===== src/rtl/serial_subtractor.sv =====
// Bit-serial unsigned subtractor: out = (in1 - in2) mod 2^WIDTH, bout = borrow-out.
// Processes one bit per clock LSB-first; start/busy/done handshake for a controlling FSM.
module serial_subtractor #(
    parameter int WIDTH = 4,
    parameter int CW    = 5
) (
    input  logic             clk,
    input  logic             rst,
    input  logic             start,
    input  logic [WIDTH-1:0] in1,
    input  logic [WIDTH-1:0] in2,
    output logic             busy,
    output logic             done,
    output logic [WIDTH-1:0] out,
    output logic             bout
);

    typedef enum logic [1:0] {
        IDLE  = 2'd0,
        SHIFT = 2'd1,
        DONE  = 2'd2
    } state_t;

    state_t           state_reg;
    logic [WIDTH-1:0] a_reg;
    logic [WIDTH-1:0] b_reg;
    logic [WIDTH-1:0] res_reg;
    logic [WIDTH-1:0] out_reg;
    logic [CW-1:0]    count_reg;
    logic             borrow_reg;
    logic             bout_reg;
    logic             busy_reg;
    logic             done_reg;

    logic             d_next;
    logic             borrow_next;
    logic [WIDTH-1:0] res_next;
    logic             last_bit;

    // One full-subtractor slice; the result fills from the top so bit 0 lands in place last.
    always_comb begin
        d_next      = a_reg[0] ^ b_reg[0] ^ borrow_reg;
        borrow_next = (~a_reg[0] & b_reg[0]) | (~(a_reg[0] ^ b_reg[0]) & borrow_reg);
        res_next    = {d_next, res_reg[WIDTH-1:1]};
        last_bit    = (count_reg == CW'(WIDTH - 1));
    end

    always_ff @(posedge clk) begin
        if (rst) begin
            state_reg  <= IDLE;
            a_reg      <= '0;
            b_reg      <= '0;
            res_reg    <= '0;
            out_reg    <= '0;
            count_reg  <= '0;
            borrow_reg <= 1'b0;
            bout_reg   <= 1'b0;
            busy_reg   <= 1'b0;
            done_reg   <= 1'b0;
        end else begin
            case (state_reg)
                IDLE, DONE: begin
                    done_reg <= 1'b0;
                    if (start) begin
                        a_reg      <= in1;
                        b_reg      <= in2;
                        res_reg    <= '0;
                        borrow_reg <= 1'b0;
                        count_reg  <= '0;
                        busy_reg   <= 1'b1;
                        state_reg  <= SHIFT;
                    end else begin
                        busy_reg  <= 1'b0;
                        state_reg <= IDLE;
                    end
                end
                SHIFT: begin
                    a_reg      <= a_reg >> 1;
                    b_reg      <= b_reg >> 1;
                    borrow_reg <= borrow_next;
                    res_reg    <= res_next;
                    count_reg  <= count_reg + CW'(1);
                    if (last_bit) begin
                        out_reg   <= res_next;
                        bout_reg  <= borrow_next;
                        busy_reg  <= 1'b0;
                        done_reg  <= 1'b1;
                        state_reg <= DONE;
                    end
                end
                default: begin
                    busy_reg  <= 1'b0;
                    done_reg  <= 1'b0;
                    state_reg <= IDLE;
                end
            endcase
        end
    end

    assign busy = busy_reg;
    assign done = done_reg;
    assign out  = out_reg;
    assign bout = bout_reg;

endmodule


===== config.mk =====
export PLATFORM = sky130hd
export DESIGN_NAME = serial_subtractor
export DESIGN_NICKNAME = d
export VERILOG_FILES = /design/src/rtl/serial_subtractor.sv
export SDC_FILE = /design/constraint.sdc
export NUM_CORES = 1
export LEC_CHECK = 0
export CORE_MARGIN = 2
export CORE_UTILIZATION = 27
export CTS_CLUSTER_SIZE = 14
export DETAILED_ROUTE_END_ITERATION = 10
export HOLD_SLACK_MARGIN = 0.12
export PLACE_DENSITY_LB_ADDON = 0.15
export SLEW_MARGIN = 5
export SYNTH_ARGS = -nofsm -noshare
export SYNTH_HDL_FRONTEND = slang
export SYNTH_SLANG_ARGS = --single-unit
export TNS_END_PERCENT = 30

===== constraint.sdc =====
create_clock -name clk -period 2.7 [get_ports clk]
set_clock_uncertainty 0.1 [all_clocks]
set_input_delay 0.54 -clock clk [delete_from_list [all_inputs] [get_ports clk]]
set_output_delay 0.54 -clock clk [all_outputs]
set_load 0.02 [all_outputs]

# ---- After elaboration in Yosys (flattened, before gate mapping)
# Index checks and enable logic that the tools add are counted.
dict set report totals {
  ff_bits 27
  in_bits 11
  output_inout_bits 7
}
dict set report classes {
  add_sub_neg 1
  n_eq_ne 5
  muxes 16
  n_bitwise 8
  n_reduce_logical 6
}
# op n
set op_table {}
lappend op_table {{one-hot mux 4 bit (2 select lines)} 3}
lappend op_table {{two-way mux 4 bit} 3}
lappend op_table {{one-hot mux 5 bit (2 select lines)} 1}
lappend op_table {{adder 5 x 1 -> 5 bit, second input constant} 1}
lappend op_table {{== test 5 x 2 -> 1 bit, second input constant} 1}
lappend op_table {{two-way mux 5 bit} 1}
lappend op_table {{two-way mux 1 bit} 4}
lappend op_table {{inequality test 2 bit, second input constant} 2}
lappend op_table {{one-hot mux 1 bit (2 select lines)} 2}
lappend op_table {{one-hot mux 2 bit (2 select lines)} 1}
lappend op_table {{AND reduction 2 bit} 2}
lappend op_table {{OR reduction 2 bit} 2}
lappend op_table {{NOT 1 bit} 3}
lappend op_table {{AND 1 bit} 2}
lappend op_table {{== test 2 x 1 -> 1 bit, second input constant} 1}
lappend op_table {{== test 2 bit, second input constant} 1}
lappend op_table {{zero test 2 bit} 1}
lappend op_table {{two-way mux 2 bit} 1}
lappend op_table {{nonzero test 2 bit} 1}
lappend op_table {{XOR 1 bit} 2}
lappend op_table {{bitwise OR 1 bit} 1}

# ---- Longest topological paths before layout
dict set report logic_depth {
  word_depth 5
  ltp_mapped 5
  depth_no_buf 4
}

# ---- Least setup slack after synthesis
# OpenSTA, ideal clock, no wires.
dict set report synth_timing {
  kind {reg-to-reg}
  start {reg count_reg[0]}
  end {reg out_reg[3], in the netlist out[3]}
  setup_time_ps 132
  arrival_ps 1300
  required_ps 2468
  setup_slack_ps 1168
  path_stages_with_launch 6
  n_path_buf 1
  synth_period_minus_slack_ps 1532
  path_cell_list {dfxtp_1 -> ha_1 -> or4b_1 -> buf_6 -> o21ai_2 -> a21oi_1}
}
dict set report synth_between {
  elab_chain_len 2
}
# item line
set synth_rtl {}
lappend synth_rtl {{start: declaration} 29} ;# logic [CW-1:0] count_reg;
lappend synth_rtl {{start signal: assignment} 82} ;# count_reg <= count_reg + CW'(1);
lappend synth_rtl {{== test 5 x 2 -> 1 bit} 45} ;# last_bit = (count_reg == CW'(WIDTH - 1));
lappend synth_rtl {{AND reduction 2 bit (no source line)} -}
lappend synth_rtl {{end signal: assignment} 84} ;# out_reg <= res_next;
lappend synth_rtl {{end: declaration} 28} ;# logic [WIDTH-1:0] out_reg;
# No other way between the ends.
# A chain may end at the register's enable or synchronous reset.

# ---- Worst setup path in the final report
dict set report layout_timing {
  start {reg out_reg[3], in the netlist out[3]}
  end {out out[3]}
}
# item line
set layout_rtl {}
lappend layout_rtl {{end: declaration} 14} ;# output logic [WIDTH-1:0] out,
# No word-level cell between the ends.

==> results.yml <==
sta:
  max_freq_mhz: 538
  slew_headroom_pct: 59.4
  worst_pin_slew_ns: 0.609
  period_needed_ns: 1.86
  holdWs_ns: 0.368
  setup_viol: 0
  rsz0062_at_grt: "false"
  fin_setup_tns_ns: 0
  hold_viol: 0
  drv_slew: 0
  layout_setup_ws_ns: 0.840
  finalCritPeriodShare_pct: 68.9
placed_design:
  gp_congestion: 0.720
  dpl_cell_area_mm2: 0.00132
  hpwl_um: 1560
  portBuffers: 17
  dp_slack_ns: 0.660
cts:
  h-tree-depth: 1
  numCtsBuffers: 3
  cts_sinks: 26
  root_buffer: "clkbuf_8"
  post_cts_buffers: 0
  clkTransAtPathRegs_ns: 0.09
  cts_tree: "built"
  clock_latency_ns: 0.27
  cts_hold_buf: 0
  cts_resized: 0
  cts.path.max_buffers: 2
final_layout:
  syn_to_final_growth_pct: 24.0
  num_antenna_cells: 0
  drive_gt1_share_pct: 12.4
  largest_register_ffs: 5
  final-seq-area_um2: 520
  num-nets-final: 151
  fillers: 400
  multi_input_area_um2: 514
  layout_common_cells: "26 x dfxtp_1, 22 x a21oi_1, 19 x nand3_1"
  stdcell_area_mm2: 0.00137
  layout_commonest_cell: "dfxtp_1"
logic_synthesis:
  synth_cell_types: 27
  postSynth.asyncResetShare_pct: 0
  syn_area_per_cell_um2: 9.07
  synth_top_area_share_pct: 47.1
  ys_ff_latch: 26
  netlist_instances: 122
  synth_flop_cell: "dfxtp_1"
  ys_seq_area_share_pct: 47.1
  synth-edff-count: 0
  syn-num-nets: 135
  synth_top_area_cell: "dfxtp_1"
  synthTopCellsByArea: "dfxtp_1 47%, a21oi_1 10%, nand3_1 8.6%"
  yosysWarningCount: 0
  synth_area_mm2: 0.00111
power_and_ir_drop:
  ir_drop_mv: 0.278
  cellPowerDensity_mw_per_mm2: 541
  leakagePower_nw: 0.445
  p_total_mw: 0.742
critical_path:
  worstSetupPathType: "reg -> out"
  reg2reg_depth: 4
  critPathArrivalTime_ns: 1.22
  path_buf_inv: 1
  path_cells: "clkdlybuf4s50_1"
  reg2reg_slack_ns: 0.96
  startpoint_type: "flop"
  crit_path_top_delay_cell: "clkdlybuf4s50_1"
  path_max_fanout: 2
  r2r-start: "count_reg[0]$_SDFFE_PP0P_"
  worst_ep_required_time_ns: 2.06
  cp_slowest_stage_delay_ns: 0.60
  cp_top_family: "buffers and inverters"
  timing.rr.end: "busy$_SDFFE_PP0P_"
  setup.worst_path.end_class: "output pin"
grt:
  grt_max_degree: 23
  grt_overflow: 0
  antenna_found_initial: 0
  grt_usage_pct: 11.6
  grt_pass1_wl_um: 3940
  grt_pass1_vias: 811
detailed_routing:
  first_pass_iters: 4
  wl_per_cell_um: 12.4
  vias: 912
  routed_wl_um: 2310
  drtAntennaViolNets: 0
  drcViolationCount: 0
  drt_iter0_markers: 47
  viasPerCell: 4.88
floorplan:
  die_y_um: 68.0
  die_w_um: 68.0
  rows: 23
  io_pins: 18
  start_util_pct: 27.9
  die_area_mm2: 0.00462
  core_area_mm2: 0.00397
worst_hold_path:
  worstHoldStart: "out[2]$_SDFFE_PP0P_"
  min_path_type: "reg -> reg"
  whs_endpoint: "out[2]$_SDFFE_PP0P_"
  hold_path_depth: 2
run:
  drv_cap: 0
outcome:
  outcome: "finished clean"
[routing by layer]
layer	vias up	global-route usage (%)	wire length, µm
met5	-	0	0
met4	0	3.75	18
met3	2	3.95	119
met2	18	17.6	1060
met1	425	15.4	1110
li1	467	-	-
[layout make-up]
cell class / instances / share of cell area [%]
flip-flops and latches: 26 / 38.0
repair buffers: 22 / 15.1
multi-input cells: 82 / 37.5
well taps: 50 / 4.56
inverters: 3 / 0.821
clock buffers: 4 / 4.01
[where the power goes]
group	internal (mW)	leakage (nW)	switching, mW
logic	0.0390	0.205	0.0510
clock network	0.130	0.0288	0.117
registers	0.397	0.211	0.00805
total	0.566	0.445	0.176
[worst max-delay path by stage]
| stage | start | to | slack, ns | cells past startpoint |
|---|---|---|---|---|
| floorplan | count_reg[0]$_SDFFE_PP0P_ | out[3]$_SDFFE_PP0P_ | 1.17 | 5 |
| global placement | start | count_reg[4]$_SDFFE_PP0P_ | 0.70 | 4 |
| detailed placement | start | count_reg[4]$_SDFFE_PP0P_ | 0.66 | 4 |
| CTS | out[1]$_SDFFE_PP0P_ | out[1] | 0.82 | 1 |
| global route | out[1]$_SDFFE_PP0P_ | out[1] | 0.78 | 1 |
| finish | out[3]$_SDFFE_PP0P_ | out[3] | 0.84 | 1 |
[synthesized netlist by cell type (all sizes together), types with 2 or more instances]
| cell type | instances |
|---|---|
| a21oi | 23 |
| a22oi | 6 |
| buf | 6 |
| clkbuf | 5 |
| dfxtp | 26 |
| inv | 3 |
| mux2 | 2 |
| nand2 | 7 |
| nand2b | 4 |
| nand3 | 19 |
| nor2 | 3 |
| nor2b | 2 |
| nor3 | 2 |
| o21ai | 4 |
[kinds of logic after synthesis]
| group | count (synthesis) | synth area share (%) |
|---|---|---|
| multiplexers | 2 | 2.04 |
| buffers and inverters | 14 | 6.45 |
| AND/OR/NAND/NOR | 42 | 21.3 |
| AO/OA/AOI/OAI | 36 | 20.2 |
| flip-flops | 26 | 47.1 |
| adder cells (fa/ha/maj) | 2 | 2.94 |
[worst min-delay path, stage by stage, from the launching register on]
cell and delay, ns:
dfxtp_1 0.32, o21ai_2 0.05, a21oi_1 0.05
[per-stage QoR]
stage | util, % | cells
floorplan | - | 122
global route | 34.5 | 187
global placement | 33.1 | 183
detailed placement | 33.1 | 183
finish | 34.5 | 187
CTS | 34.5 | 187
No activity file was read; power rests on OpenSTA's default activity.
==> RTL edit: new RTL, config.mk and constraints unchanged <==
Reset style: asynchronous (`rst`), changed in one clocked block.
--- a/src/rtl/serial_subtractor.sv
+++ b/src/rtl/serial_subtractor.sv
@@ -47,3 +47,3 @@
 
-    always_ff @(posedge clk) begin
+    always_ff @(posedge clk or posedge rst) begin
         if (rst) begin
Behaviour: differs if rst is asserted again (counterexample within 4 cycles, from zero or initial values and one cycle with rst high); with rst held inactive, the same outputs for 10 cycles.
==> RTL edit against the unedited design <==
- die area decreased by 1.7%
- global-route usage decreased by 0.78 points
- area after synthesis decreased by 1.8%
- setup slack got worse by 0.021 ns
- count of clock-buffer cells in the layout unchanged
- wire length decreased by 12%
- sequential cell count decreased by 1
- design area decreased by 0.55%
- critical path type unchanged
Power is not compared: it rests on default switching activity, and its combinational part moved more than twofold at a synthesized area within 25%.
==> RTL edit: results (changes against the unedited design) <==
- Status: completed
- Switching share of total power: between 30 and 40%
- Total Routing Usage GR: 10.8% (-0.78 points)
- Number of synthesized flops with an enable pin: 0 (unchanged)
- TritonRoute pass-1 iters: 2 (-2)
- Crit Path Max Fanout: 3 (+1)
- Dpl hpwl: 1.47 mm (-5.8%)
- Relative slew margins: 67.1% (+7.7 points)
- Routed len/inst: 13.0 um (+5.2%)
- Synth async-reset ratio: 100% (+100 points)
- Slowest cell on the critical path: clkdlybuf4s50_1
- Initial antenna violation count: 0 (unchanged)
- Vias in the first global route: 717 (-12%)
- Largest net degree at the start of global routing: 26 (+13%)
- Final #Nets: 120 (-21%)
- First-pass GRT wire length: 3.50 mm (-11%)
- Crit-path max cell delay: 0.61 ns
- Netlist cell types: 25 (-7.4%)
- Port-buffer cells: 17 (unchanged)
- Yosys warnings: 0 (unchanged)
- DP Area: 0.00132 mm2 (+0.19%)
- Max Root-Sink Buffers: 2 (unchanged)
- Top_reg_cell synth: dfrtp_1
- CP arrival: 1.24 ns (+0.02 ns)
- Clk_lat worst skew: 0.27 ns (about the same)
- RD Place Congestion: 0.704 (-2.2%)
- Leak: about 0.65 nW
- Top area cells in the synthesized netlist: dfrtp_1 (58%), mux2_4 (5.5%), a22o_1 (4.8%), mux2i_1 (3.7%), a22oi_1 (3.5%)
- Antenna Diode Count: 0 (unchanged)
- Num CTS Buffers: 3 (unchanged)
- Layout cells sized above 1: 13.2% (+0.80 points)
- Max VDD drop: between 0.0002 and 0.00025 V
- Top post-synthesis cells by count: dfrtp_1 (25), nand2_1 (7), a22o_1 (6), inv_1 (6), nand3_1 (6)
- DRT iter0 DRCs: 30 (-36%)
- Via density: 4.46 (-8.5%)
- CTS Root Cell: clkbuf_8
- H-tree depth: 1 (unchanged)
- Seq/Total Area, Yosys: 57.6% (+11 points)
- FILL cells: 385 (-3.8%)
- Synthesized Nets: 100 (-26%)
- Setup repair bufs after CTS: 0 (unchanged)
[RTL edit: cell families after synthesis]
logic type               Yosys count  synth area share [%]
AO/OA/AOI/OAI                     17                  12.6
buffers and inverters             11                  4.15
adder cells (fa/ha/maj)            2                  3.00
flip-flops                        25                  57.6
multiplexers                       8                  9.22
AND/OR/NAND/NOR                   24                  13.5
[RTL edit: layer usage]
metal	GRT usage, %	vias up	part of all wire [%]
met1	15.9	328	54
met4	5.36	0	1.7
met5	0	-	0
li1	-	348	-
met3	2.67	4	4.4
met2	14.6	16	40
[RTL edit: cell type report]
type | count | area (um2) | share of cell area [%]
clock buffers | 4 | 45.0 | 3.30
inverters | 6 | 22.5 | 1.65
flip-flops and latches | 25 | 626 | 45.9
multi-input cells | 51 | 415 | 30.5
repair buffers | 20 | 193 | 14.1
well taps | 50 | 62.6 | 4.59
[RTL edit: power groups by stage]
stage	logic (mW)	registers [mW]	clock network (mW)
4_1_cts	0.713	0.652	0.230
6_report	0.701	0.650	0.219
3_3_place_gp	0.697	0.660	0
2_1_floorplan	0.449	0.695	0
5_1_grt	0.789	0.674	0.250
3_5_place_dp	0.711	0.660	0
[RTL edit: worst paths after layout]
path | startpoint | end | slack (ns) | cells past startpoint
worst min-delay path | borrow_reg$_DFFE_PP0P_ | borrow_reg$_DFFE_PP0P_ | 0.40 | 1
worst min register to register | borrow_reg$_DFFE_PP0P_ | borrow_reg$_DFFE_PP0P_ | 0.40 | 1
min in group asynchronous | rst | state_reg[1]$_DFFE_PP0P_ | 0.52 | 3
worst max-delay path | state_reg[1]$_DFFE_PP0P_ | done | 0.82 | 1
worst max register to register | count_reg[0]$_DFFE_PP0P_ | out[3]$_DFFE_PP0P_ | 1.07 | 4
max in group asynchronous | rst | out[2]$_DFFE_PP0P_ | 1.73 | 3
[RTL edit: stage by stage]
stage	total power, mW	instances	hold WS (ns)	setup WS [ns]
after detailed placement	1.37	152	0.381	0.761
after floorplan	1.14	87	0.356	1.22
after global placement	1.36	152	0.376	0.780
after global routing	1.71	156	0.406	0.734
after CTS	1.60	156	0.401	0.797
final	1.57	156	0.400	0.819
